**src/rtl/branch_sequencer_pkg.sv**
```systemverilog
// Shared definitions for the branch sequencer and the external compare unit.
//   op_e          : control-transfer opcode encoding on the request port
//   F3_*          : branch condition codes (funct3), also decoded by the compare unit
//   state_t/ST_*  : sequencer FSM state encoding, exposed on the debug port
//   funct3_legal  : true for the six defined branch conditions
package branch_sequencer_pkg;

    typedef enum logic [1:0] {
        OP_BRANCH = 2'd0,
        OP_JAL    = 2'd1,
        OP_JALR   = 2'd2,
        OP_RSVD   = 2'd3
    } op_e;

    localparam logic [2:0] F3_BEQ  = 3'b000;
    localparam logic [2:0] F3_BNE  = 3'b001;
    localparam logic [2:0] F3_BLT  = 3'b100;
    localparam logic [2:0] F3_BGE  = 3'b101;
    localparam logic [2:0] F3_BLTU = 3'b110;
    localparam logic [2:0] F3_BGEU = 3'b111;

    typedef logic [1:0] state_t;

    localparam state_t ST_IDLE  = 2'd0;
    localparam state_t ST_ISSUE = 2'd1;
    localparam state_t ST_WAIT  = 2'd2;
    localparam state_t ST_RESP  = 2'd3;

    // 010 and 011 are the only undefined branch conditions.
    function automatic logic funct3_legal(input logic [2:0] f3);
        return (f3 != 3'b010) && (f3 != 3'b011);
    endfunction

endpackage

```
**src/rtl/branch_sequencer_if.sv**
```systemverilog
// Bundle of the sequencer's request, compare-unit and response signals.
//   request  : req_valid/req_ready, op, funct3, pc, rs1, rs2, imm
//   compare  : cmp_start, cmp_rs1, cmp_rs2, cmp_funct3 out; cmp_done, cmp_jump in
//   response : resp_valid/resp_ready, next_pc, link, taken, misaligned, illegal, timeout
//
// Handshakes: a transfer happens on a rising clock edge where valid and ready
// are both 1. The producer holds valid and its payload stable until that edge;
// ready never depends combinationally on valid. cmp_start/cmp_done are not a
// valid/ready pair: cmp_start is a single-cycle pulse and cmp_done is a pulse
// that is only meaningful while the sequencer is waiting for it.
interface branch_sequencer_if;
    import branch_sequencer_pkg::*;

    logic        req_valid;
    logic        req_ready;
    logic [1:0]  op;
    logic [2:0]  funct3;
    logic [31:0] pc;
    logic [31:0] rs1;
    logic [31:0] rs2;
    logic [31:0] imm;

    logic        cmp_start;
    logic [31:0] cmp_rs1;
    logic [31:0] cmp_rs2;
    logic [2:0]  cmp_funct3;
    logic        cmp_done;
    logic        cmp_jump;

    logic        resp_valid;
    logic        resp_ready;
    logic [31:0] next_pc;
    logic [31:0] link;
    logic        taken;
    logic        misaligned;
    logic        illegal;
    logic        timeout;

    // Sequencer side.
    modport slave (
        input  req_valid, op, funct3, pc, rs1, rs2, imm,
        input  cmp_done, cmp_jump, resp_ready,
        output req_ready, cmp_start, cmp_rs1, cmp_rs2, cmp_funct3,
        output resp_valid, next_pc, link, taken, misaligned, illegal, timeout
    );

    // Environment side: request source, compare unit and response consumer.
    modport master (
        output req_valid, op, funct3, pc, rs1, rs2, imm,
        output cmp_done, cmp_jump, resp_ready,
        input  req_ready, cmp_start, cmp_rs1, cmp_rs2, cmp_funct3,
        input  resp_valid, next_pc, link, taken, misaligned, illegal, timeout
    );

endinterface

```
**src/rtl/branch_target_calc.sv**
```systemverilog
// Combinational address arithmetic for control transfers.
//   pc_i, rs1_i, imm_i : instruction PC, base register, sign-extended immediate
//   pc_imm_o           : pc + imm (branch / JAL target), 32-bit wrap
//   rs1_imm_o          : (rs1 + imm) with bit 0 cleared (JALR target)
//   pc4_o              : pc + 4 (fall-through and link address), 32-bit wrap
module branch_target_calc (
    input  logic [31:0] pc_i,
    input  logic [31:0] rs1_i,
    input  logic [31:0] imm_i,
    output logic [31:0] pc_imm_o,
    output logic [31:0] rs1_imm_o,
    output logic [31:0] pc4_o
);

    assign pc_imm_o  = pc_i + imm_i;
    assign rs1_imm_o = (rs1_i + imm_i) & ~32'd1;
    assign pc4_o     = pc_i + 32'd4;

endmodule

```
**src/rtl/branch_sequencer.sv**
```systemverilog
// Control-transfer sequencer: accepts BRANCH/JAL/JALR requests, runs branch
// conditions through an external compare unit and returns the redirect target.
//   clk, rst     : clock, synchronous active-high reset
//   bus (slave)  : request, compare-unit and response signals (branch_sequencer_if)
//   dbg_state_o  : current FSM state (ST_* encoding from the package)
// Parameter CMP_TIMEOUT: maximum number of cycles spent waiting for cmp_done.
module branch_sequencer
    import branch_sequencer_pkg::*;
#(
    parameter int CMP_TIMEOUT = 15
) (
    input  logic                clk,
    input  logic                rst,
    branch_sequencer_if.slave   bus,
    output state_t              dbg_state_o
);

    state_t      state_q, state_d;
    logic [3:0]  cnt_q, cnt_d;
    logic [31:0] pc_q, pc_d;
    logic [31:0] imm_q, imm_d;
    logic [31:0] cmp_rs1_q, cmp_rs1_d;
    logic [31:0] cmp_rs2_q, cmp_rs2_d;
    logic [2:0]  cmp_f3_q, cmp_f3_d;
    logic [31:0] next_pc_q, next_pc_d;
    logic [31:0] link_q, link_d;
    logic        taken_q, taken_d;
    logic        mis_q, mis_d;
    logic        ill_q, ill_d;
    logic        tmo_q, tmo_d;

    // Result of the transition into RESP, committed to the output registers
    // only on that transition so the outputs stay frozen while stalled.
    logic [31:0] r_next;
    logic        r_taken;
    logic        r_ill;
    logic        r_tmo;
    logic [3:0]  cnt_inc;

    logic        in_idle;
    logic [31:0] calc_pc, calc_imm;
    logic [31:0] pc_imm, rs1_imm, pc4;

    // JAL/JALR resolve in the acceptance cycle, so the adder sees the live
    // request in IDLE and the captured branch operands everywhere else.
    assign in_idle  = (state_q == ST_IDLE);
    assign calc_pc  = in_idle ? bus.pc  : pc_q;
    assign calc_imm = in_idle ? bus.imm : imm_q;

    branch_target_calc u_calc (
        .pc_i      (calc_pc),
        .rs1_i     (bus.rs1),
        .imm_i     (calc_imm),
        .pc_imm_o  (pc_imm),
        .rs1_imm_o (rs1_imm),
        .pc4_o     (pc4)
    );

    assign cnt_inc = cnt_q + 4'd1;

    always_comb begin
        state_d   = state_q;
        cnt_d     = cnt_q;
        pc_d      = pc_q;
        imm_d     = imm_q;
        cmp_rs1_d = cmp_rs1_q;
        cmp_rs2_d = cmp_rs2_q;
        cmp_f3_d  = cmp_f3_q;
        next_pc_d = next_pc_q;
        link_d    = link_q;
        taken_d   = taken_q;
        mis_d     = mis_q;
        ill_d     = ill_q;
        tmo_d     = tmo_q;
        r_next    = pc4;
        r_taken   = 1'b0;
        r_ill     = 1'b0;
        r_tmo     = 1'b0;

        case (state_q)
            ST_IDLE: begin
                if (bus.req_valid) begin
                    pc_d      = bus.pc;
                    imm_d     = bus.imm;
                    cmp_rs1_d = bus.rs1;
                    cmp_rs2_d = bus.rs2;
                    cmp_f3_d  = bus.funct3;
                    state_d   = ST_RESP;
                    case (op_e'(bus.op))
                        OP_BRANCH: begin
                            if (funct3_legal(bus.funct3)) state_d = ST_ISSUE;
                            else                          r_ill   = 1'b1;
                        end
                        OP_JAL: begin
                            r_taken = 1'b1;
                            r_next  = pc_imm;
                        end
                        OP_JALR: begin
                            r_taken = 1'b1;
                            r_next  = rs1_imm;
                        end
                        default: r_ill = 1'b1;
                    endcase
                end
            end
            ST_ISSUE: begin
                cnt_d   = 4'd0;
                state_d = ST_WAIT;
            end
            ST_WAIT: begin
                // A done arriving on the final allowed cycle is still honoured.
                if (bus.cmp_done) begin
                    r_taken = bus.cmp_jump;
                    r_next  = bus.cmp_jump ? pc_imm : pc4;
                    state_d = ST_RESP;
                end else begin
                    cnt_d = cnt_inc;
                    if (cnt_inc == 4'(CMP_TIMEOUT)) begin
                        r_tmo   = 1'b1;
                        state_d = ST_RESP;
                    end
                end
            end
            default: begin
                if (bus.resp_ready) state_d = ST_IDLE;
            end
        endcase

        if (state_q != ST_RESP && state_d == ST_RESP) begin
            next_pc_d = r_next;
            link_d    = pc4;
            taken_d   = r_taken;
            mis_d     = r_taken && (r_next[1:0] != 2'b00);
            ill_d     = r_ill;
            tmo_d     = r_tmo;
        end
    end

    always_ff @(posedge clk) begin
        if (rst) begin
            state_q   <= ST_IDLE;
            cnt_q     <= 4'd0;
            pc_q      <= 32'd0;
            imm_q     <= 32'd0;
            cmp_rs1_q <= 32'd0;
            cmp_rs2_q <= 32'd0;
            cmp_f3_q  <= 3'd0;
            next_pc_q <= 32'd0;
            link_q    <= 32'd0;
            taken_q   <= 1'b0;
            mis_q     <= 1'b0;
            ill_q     <= 1'b0;
            tmo_q     <= 1'b0;
        end else begin
            state_q   <= state_d;
            cnt_q     <= cnt_d;
            pc_q      <= pc_d;
            imm_q     <= imm_d;
            cmp_rs1_q <= cmp_rs1_d;
            cmp_rs2_q <= cmp_rs2_d;
            cmp_f3_q  <= cmp_f3_d;
            next_pc_q <= next_pc_d;
            link_q    <= link_d;
            taken_q   <= taken_d;
            mis_q     <= mis_d;
            ill_q     <= ill_d;
            tmo_q     <= tmo_d;
        end
    end

    assign bus.req_ready  = (state_q == ST_IDLE);
    assign bus.cmp_start  = (state_q == ST_ISSUE);
    assign bus.resp_valid = (state_q == ST_RESP);
    assign bus.cmp_rs1    = cmp_rs1_q;
    assign bus.cmp_rs2    = cmp_rs2_q;
    assign bus.cmp_funct3 = cmp_f3_q;
    assign bus.next_pc    = next_pc_q;
    assign bus.link       = link_q;
    assign bus.taken      = taken_q;
    assign bus.misaligned = mis_q;
    assign bus.illegal    = ill_q;
    assign bus.timeout    = tmo_q;
    assign dbg_state_o    = state_q;

endmodule

```
**src/flat_wrapper.sv**
```systemverilog
// flat-port wrapper written by rule: the top's interface ports become plain ports
module branch_sequencer_flat import branch_sequencer_pkg::*;
#(
    parameter int CMP_TIMEOUT = 15
)
  (clk, rst, dbg_state_o, bus_req_valid, bus_op, bus_funct3, bus_pc, bus_rs1, bus_rs2, bus_imm, bus_cmp_done, bus_cmp_jump, bus_resp_ready, bus_req_ready, bus_cmp_start, bus_cmp_rs1, bus_cmp_rs2, bus_cmp_funct3, bus_resp_valid, bus_next_pc, bus_link, bus_taken, bus_misaligned, bus_illegal, bus_timeout);
  branch_sequencer_if bus_i ();
  input  logic clk;
  input  logic rst;
  output state_t dbg_state_o;
  input wire logic [$bits(bus_i.req_valid)-1:0] bus_req_valid;
  input wire logic [$bits(bus_i.op)-1:0] bus_op;
  input wire logic [$bits(bus_i.funct3)-1:0] bus_funct3;
  input wire logic [$bits(bus_i.pc)-1:0] bus_pc;
  input wire logic [$bits(bus_i.rs1)-1:0] bus_rs1;
  input wire logic [$bits(bus_i.rs2)-1:0] bus_rs2;
  input wire logic [$bits(bus_i.imm)-1:0] bus_imm;
  input wire logic [$bits(bus_i.cmp_done)-1:0] bus_cmp_done;
  input wire logic [$bits(bus_i.cmp_jump)-1:0] bus_cmp_jump;
  input wire logic [$bits(bus_i.resp_ready)-1:0] bus_resp_ready;
  output wire logic [$bits(bus_i.req_ready)-1:0] bus_req_ready;
  output wire logic [$bits(bus_i.cmp_start)-1:0] bus_cmp_start;
  output wire logic [$bits(bus_i.cmp_rs1)-1:0] bus_cmp_rs1;
  output wire logic [$bits(bus_i.cmp_rs2)-1:0] bus_cmp_rs2;
  output wire logic [$bits(bus_i.cmp_funct3)-1:0] bus_cmp_funct3;
  output wire logic [$bits(bus_i.resp_valid)-1:0] bus_resp_valid;
  output wire logic [$bits(bus_i.next_pc)-1:0] bus_next_pc;
  output wire logic [$bits(bus_i.link)-1:0] bus_link;
  output wire logic [$bits(bus_i.taken)-1:0] bus_taken;
  output wire logic [$bits(bus_i.misaligned)-1:0] bus_misaligned;
  output wire logic [$bits(bus_i.illegal)-1:0] bus_illegal;
  output wire logic [$bits(bus_i.timeout)-1:0] bus_timeout;
  assign bus_i.req_valid = bus_req_valid;
  assign bus_i.op = bus_op;
  assign bus_i.funct3 = bus_funct3;
  assign bus_i.pc = bus_pc;
  assign bus_i.rs1 = bus_rs1;
  assign bus_i.rs2 = bus_rs2;
  assign bus_i.imm = bus_imm;
  assign bus_i.cmp_done = bus_cmp_done;
  assign bus_i.cmp_jump = bus_cmp_jump;
  assign bus_i.resp_ready = bus_resp_ready;
  assign bus_req_ready = bus_i.req_ready;
  assign bus_cmp_start = bus_i.cmp_start;
  assign bus_cmp_rs1 = bus_i.cmp_rs1;
  assign bus_cmp_rs2 = bus_i.cmp_rs2;
  assign bus_cmp_funct3 = bus_i.cmp_funct3;
  assign bus_resp_valid = bus_i.resp_valid;
  assign bus_next_pc = bus_i.next_pc;
  assign bus_link = bus_i.link;
  assign bus_taken = bus_i.taken;
  assign bus_misaligned = bus_i.misaligned;
  assign bus_illegal = bus_i.illegal;
  assign bus_timeout = bus_i.timeout;
  branch_sequencer #(.CMP_TIMEOUT(CMP_TIMEOUT)) u_core (.clk(clk), .rst(rst), .bus(bus_i), .dbg_state_o(dbg_state_o));
endmodule
```
**config.mk**
```make
export PLATFORM = sky130hd
export DESIGN_NAME = branch_sequencer_flat
export DESIGN_NICKNAME = d
export VERILOG_FILES = /design/src/rtl/branch_sequencer_pkg.sv /design/src/rtl/branch_sequencer_if.sv /design/src/rtl/branch_target_calc.sv /design/src/rtl/branch_sequencer.sv /design/src/flat_wrapper.sv
export SDC_FILE = /design/constraint.sdc
export NUM_CORES = 1
export LEC_CHECK = 0
export ABC_AREA = 0
export CORE_ASPECT_RATIO = 0.5
export CORE_MARGIN = 2
export CORE_UTILIZATION = 56
export CTS_CLUSTER_DIAMETER = 30
export CTS_CLUSTER_SIZE = 40
export DETAILED_ROUTE_END_ITERATION = 10
export PLACE_DENSITY = 0.86
export SYNTH_ARGS = -nofsm -noshare
export SYNTH_HDL_FRONTEND = slang
export SYNTH_SLANG_ARGS = --single-unit
export TNS_END_PERCENT = 5
```
**constraint.sdc**
```tcl
create_clock -name clk -period 7.15 [get_ports clk]
set_input_delay 0.715 -clock clk [delete_from_list [all_inputs] [get_ports clk]]
set_output_delay 0.715 -clock clk [all_outputs]
set_load 0.05 [all_outputs]
```
# Word level (Yosys, flattened, before mapping)
# Index checks and enable logic that the tools add are counted.
# word_totals
n_memories,0
ramBits,0
latch_bits,0
ff_bits,205
elab_cells,65
mem_bits_ro,0
# classes
addsub,4
n_reduce_logical,10
n_bitwise,0
n_lt_le_gt_ge,0
shift,0
div,0
eq_ne,11
multipliers,0
muxes,27
# ops
op,count
$mux 32,5
$pmux 32 s2,2
$add 32x32->32,2
$add 32x3->32 const B,1
$mux 2,6
$mux 1,9
$eq 2x2->1 const B,4
$pmux 4 s2,1
$ne 3x2->1 const B,2
$pmux 2 s3,1
$add 4x1->4 const B,1
$eq 2x1->1 const B,2
$eq 4x4->1 const B,1
$logic_not 2->1,2
$mux 4,1
$ne 2x2->1 const B,2
$pmux 1 s2,2
$reduce_and 2->1,2
$reduce_bool 2->1,2
$logic_and 1x1->1,3
$reduce_or 2->1,1

# Depth between registers and ports, before layout
# logic_depth
word_depth,8
ltp_mapped,21

# Cells and area by module
# From an unflattened synthesis, not the netlist that was laid out.
# unflattened
cells_unflattened,1547
hier_area_um2,12381.9
# by_module_without_submodules
module,seq_area_each_um2,instances,cells_per_inst,area_per_inst_um2
branch_sequencer,4103.9,1,1041,8757.1
branch_target_calc,0.0,1,506,3624.7

# Least setup slack after synthesis
# Ideal clock, no wire load.
# synth_path
path_type,reg2reg
start,"reg u_core.state_q[0], in the netlist u_core.dbg_state_o[0]"
end,"reg u_core.next_pc_q[25], in the netlist u_core.bus.next_pc[25]"
setup_ns,0.074
arrival_ns,5.385
slack_ns,1.691
path_buffers,8
t_required_ns,7.076
period_less_slack_ns,5.459
stages_incl_launch_ff,22
cell_sequence,dfxtp_1 inv_1 ha_1 buf_6 buf_6 buf_6 buf_2 buf_1 buf_2 buf_2 mux2_2 ha_1 buf_2 a21oi_1 nor2b_1 o21ai_0 o21ai_0 or4_1 o21ai_1 a21oi_1 or4b_2 o21ai_0
# synth_between
elab_chain_len,6
elab_cells_between_ends,21
classes_between,add/sub: 3; eq/ne: 4; mux: 12; reduce/logical: 2
# synth_rtl
element,line_no,source
from (decl),branch_sequencer.sv:18,"state_t state_q, state_d;"
from (signal assigned),branch_sequencer.sv:155,state_q <= state_d;
$logic_not 2->1 (*),-,
net bus_req_ready,flat_wrapper.sv:21,output wire logic [$bits(bus_i.req_ready)-1:0] bus_req_ready;
$mux 32 (on tied branches),"branch_sequencer.sv:47, branch_sequencer.sv:48",
"$add 32x3->32, or another cell as far along",branch_target_calc.sv:17,assign pc4_o = pc_i + 32'd4;
$pmux 32 s2 / $mux 32 (equally long branches),"branch_sequencer.sv:89, branch_sequencer.sv:114",
$mux 32 (on tied branches),"branch_sequencer.sv:82, branch_sequencer.sv:112",
$pmux 32 s2,branch_sequencer.sv:80,case (state_q)
to (signal assigned),branch_sequencer.sv:162,next_pc_q <= next_pc_d;
to (decl),branch_sequencer.sv:25,"logic [31:0] next_pc_q, next_pc_d;"
# The timed path passes the listed nets; every way through them passes the cells marked *.
# A chain may end at the register's enable or synchronous reset.

# Worst setup path after layout
# layout_path
start,"reg u_core.state_q[0], in the netlist u_core.dbg_state_o[0]"
end,"reg u_core.next_pc_q[27], in the netlist u_core.bus.next_pc[27]"
# layout_between
elab_chain_len,6
elab_cells_between_ends,21
classes_between,add/sub: 3; eq/ne: 4; mux: 12; reduce/logical: 2
# layout_rtl
element,line_no
$logic_not 2->1,"branch_sequencer.sv:46, branch_sequencer.sv:80"
$mux 32 (on tied branches),"branch_sequencer.sv:47, branch_sequencer.sv:48"
"$add 32x3->32, or another cell as far along",branch_target_calc.sv:17
$pmux 32 s2 / $mux 32 (equally long branches),"branch_sequencer.sv:89, branch_sequencer.sv:114"
$mux 32 (on tied branches),"branch_sequencer.sv:82, branch_sequencer.sv:112"
$pmux 32 s2,branch_sequencer.sv:80
# Several ways; a longest one is shown, not always the timed one.

==> summary.md <==
| Metric | Value |
|---|---|
| Avg WL per Cell | about 19 um |
| Synth async-reset ratio | 0 |
| Total track usage | 0.339 |
| Fill cell count | 1,670 |
| # hold bufs at CTS | 0 |
| Synth Area in Adders | 0.0803 |
| CP max stage cell | ha_4 |
| Syn Area/Cell | 7.69 sq um |
| Max-cap check violation count | 0 |
| Sink Count | 205 |
| Mapped Cells | 1,645 |
| Root Buffer | clkbuf_16 |
| Worst Slack Setup Final | 2.12 ns |
| Clk_lat worst skew | 0.57 ns |
| Max_slew headroom | 0.296 |
| Hold_sp | u_core.bus.cmp_rs2[26]$_SDFFE_PP0P_ |
| Die area | 23,900 sq um |
| Die height | 110 um |
| WL final | 42,100 um |
| Fin. Hold Viols | 0 |
| DR pass1 iterations | 6 |
| Final Max Slew Viols | 0 |
| VDD IR-drop max | 0.000283 V |
| Power per cell area | 483 nW/um^2 |
| Top cell type's share of synthesized area | 0.324 |
| Min-delay worst type | register to register |
| Initial Utilization | 0.577 |
| Register area share after synthesis | 0.324 |
| RD Place Congestion | 1.03 |
| CP endpoint kind | register |
| Worst Setup Start Kind | register |
| Post-synth EDFFs | 0 |
| Dpl ws | between 2 and 2.5 ns |
| Worst slew pin tran | 1.05 ns |
| Num ports | 279 |
| Crit-path cells | inv_1, ha_4, buf_4, mux2_2, ha_1, nand3_1, o21ai_1, o2111a_1, o211ai_1, a211oi_2, o21ai_1, a31o_2, or4_1, o211ai_1 |
| Mux share of post-synthesis cell area | 0.0602 |
| Largest family of logic cells by synthesized area | compound AO/OA/AOI/OAI gates |
| Largest net degree at the start of global routing | 124 |
| Area growth syn-to-layout | 30.6% |
| Post-Syn Nets | 1,864 |
| Via Count | between 10k and 15k |
| Fin area | about 17,000 sq um |
| Antenna diodes | 0 |
| DR DRC count | 0 |
| CTS buffer count | 28 |
| Netlist cell types | 74 |
| Final setup violating endpoints | 0 |
| Origin of the critical flop-to-flop path | u_core.dbg_state_o[0]$_SDFF_PP0_ |
| Final Non-Filler Cells | approximately 2.2k |
| Post-synthesis xor/xnor area fraction | 0.0491 |
| Initial antenna violation count | 0 |
| Final core occ | 0.754 |
| Placed Area | between 15,000 and 20,000 sq um |
| Grt total ovfl | 0 |
| Setup Buffers After CTS | 0 |
| Clock slew at reported path FFs | 0.06 ns |
| Tcrit/Tclk final | 0.703 |
| Largest fanout on the critical path | 50 |
| CP arrival | 5.51 ns |
| Main flop type after synthesis | dfxtp_1 |
| CTS tree | done |
| Placed Cells | 2,138 |
| Worst EP required | around 7.6 ns |
| Fmax | 0.199 GHz |
| DR vias/cell | 6.00 |
| Port buffer count | around 280 |
| Most frequent cells in the layout | nand2_1, clkdlybuf4s50_1, a21oi_1 |
| Layout cells sized above 1 | 0.0704 |
| Synthesized flop and latch total | 205 |
| Mapped cell area | between 10,000 and 15,000 sq um |
| Sum Neg Setup Slack | 0 ns |
| H-tree depth | 1 |
| Compound-Gate Fraction of Synth Area | 0.230 |
| Yosys warnings | 0 |
| Min cycle time layout | around 5 ns |
| Outcome | finished, final reports clean |
| First-pass GRT wire length | 64,300 um |
| Vias in the first global route | about 12k |
| Hpwl dp | slightly above 30,000 um |
| Die X-Extent | around 220 um |
| RSZ-0062 raised after global routing | false |
| Clock Skew | ~0.021 ns |
| Post_cts resized | 0 |
| Rows | 38 |
| Leakage | 0.00658 uW |
| Commonest non-fill, non-tap cell in the layout | nand2_1 |
| Worst Setup SP | u_core.dbg_state_o[0]$_SDFF_PP0_ |
| DRT antenna net count | 0 |
| Initial DRC Count | roughly 1.5k |
| Worst path max stage delay | 0.59 ns |
| Simple-gate share of the synthesized area | 0.214 |
| Dominant cell type by area after synthesis | dfxtp_1 |
| Area contributors post-synth | dfxtp_1, nand2_1, a21oi_1 |
| Core region area | between 20,000 and 25,000 sq um |
| Longest Clk Path Bufs | 3 |
| Nets | about 2.1k |
| Critical path class | register to register |
==> critical path, delay by kind of cell (launching register included) <==
| family | cells | cell delay (ns) |
|---|---|---|
| simple gates | 2 | 0.56 |
| flops | 1 | 0.36 |
| mux | 1 | 0.41 |
| buf+inv | 2 | 0.66 |
| compound gates | 7 | 1.95 |
| fa+ha+maj | 2 | 0.95 |
==> path summary, 6_finish.rpt <==
| path | to | slack [ns] | depth (start not counted) |
|---|---|---|---|
| min reg2reg | u_core.bus.cmp_rs2[26]$_SDFFE_PP0P_ | 0.45 | 2 |
| max reg2reg | u_core.bus.next_pc[27]$_SDFFE_PP0P_ | 2.12 | 14 |
| min | u_core.bus.cmp_rs2[26]$_SDFFE_PP0P_ | 0.45 | 2 |
| max | u_core.bus.next_pc[27]$_SDFFE_PP0P_ | 2.12 | 14 |
==> per-stage QoR <==
step	hold WS, ns	total power (uW)
after floorplan	0.434	5110
after global routing	0.466	8430
final	0.452	7990
after global placement	0.437	6390
after detailed placement	0.446	6440
after CTS	0.454	7920
==> registers in the layout (all words and copies together), names as in the netlist <==
name	count
u_core.bus.misaligned	1
u_core.pc_q	32
u_core.bus.cmp_rs2	32
u_core.bus.cmp_rs1	32
u_core.bus.next_pc	32
u_core.dbg_state_o	2
u_core.bus.timeout	1
u_core.cnt_q	4
u_core.bus.link	32
u_core.bus.taken	1
u_core.imm_q	32
u_core.bus.illegal	1
u_core.bus.cmp_funct3	3
==> routing by layer <==
| layer | vias to the layer above | part of all wire | track usage |
|---|---|---|---|
| met5 | - | 0 | 0 |
| met4 | 0 | 0.028 | 0.106 |
| met3 | 99 | 0.090 | 0.0653 |
| met2 | 618 | 0.44 | 0.543 |
| met1 | 6135 | 0.44 | 0.467 |
| li1 | 6297 | - | - |
==> final cells by class <==
| cell class | count | area (sq um) | area share |
|---|---|---|---|
| clock inverter | 23 | 268 | 0.0162 |
| multi-input combinational | 1305 | 8050 | 0.487 |
| clock buffer | 29 | 714 | 0.0432 |
| timing repair buffer | 288 | 2870 | 0.174 |
| tap | 300 | 375 | 0.0227 |
| sequential | 205 | 4100 | 0.248 |
| inverter | 40 | 150 | 0.00908 |
==> report_power, final <==
| group | total [uW] | internal [uW] | switching (uW) |
|---|---|---|---|
| logic | 4930 | 1760 | 3170 |
| clock network | 1450 | 833 | 618 |
| registers | 1620 | 1440 | 180 |
==> Yosys cell counts (11+ instances only) <==
master and instances:
nor2_1 106, nor2b_1 11, dfxtp_1 205, a211oi_1 26
o21ai_0 41, nand3_1 35, o21bai_1 11, nand4_1 12
and2_1 11, mux2_2 49, clkbuf_1 81, nor3_1 28
ha_1 78, a31oi_1 11, a21o_1 31, nand2_1 358
mux2i_1 21, inv_1 40, xor2_1 29, xnor2_1 42
a21oi_1 240
==> kinds of logic (layout without fill, tap and decap cells) <==
kind of cell | after synthesis | in the layout
AO/OA/AOI/OAI | 466 | 466
XOR/XNOR | 71 | 71
adder cells (fa/ha/maj) | 80 | 80
buffers and inverters | 135 | 380
flip-flops | 205 | 205
multiplexers | 70 | 70
AND/OR/NAND/NOR | 618 | 618
No activity file was read; power rests on OpenSTA's default activity.
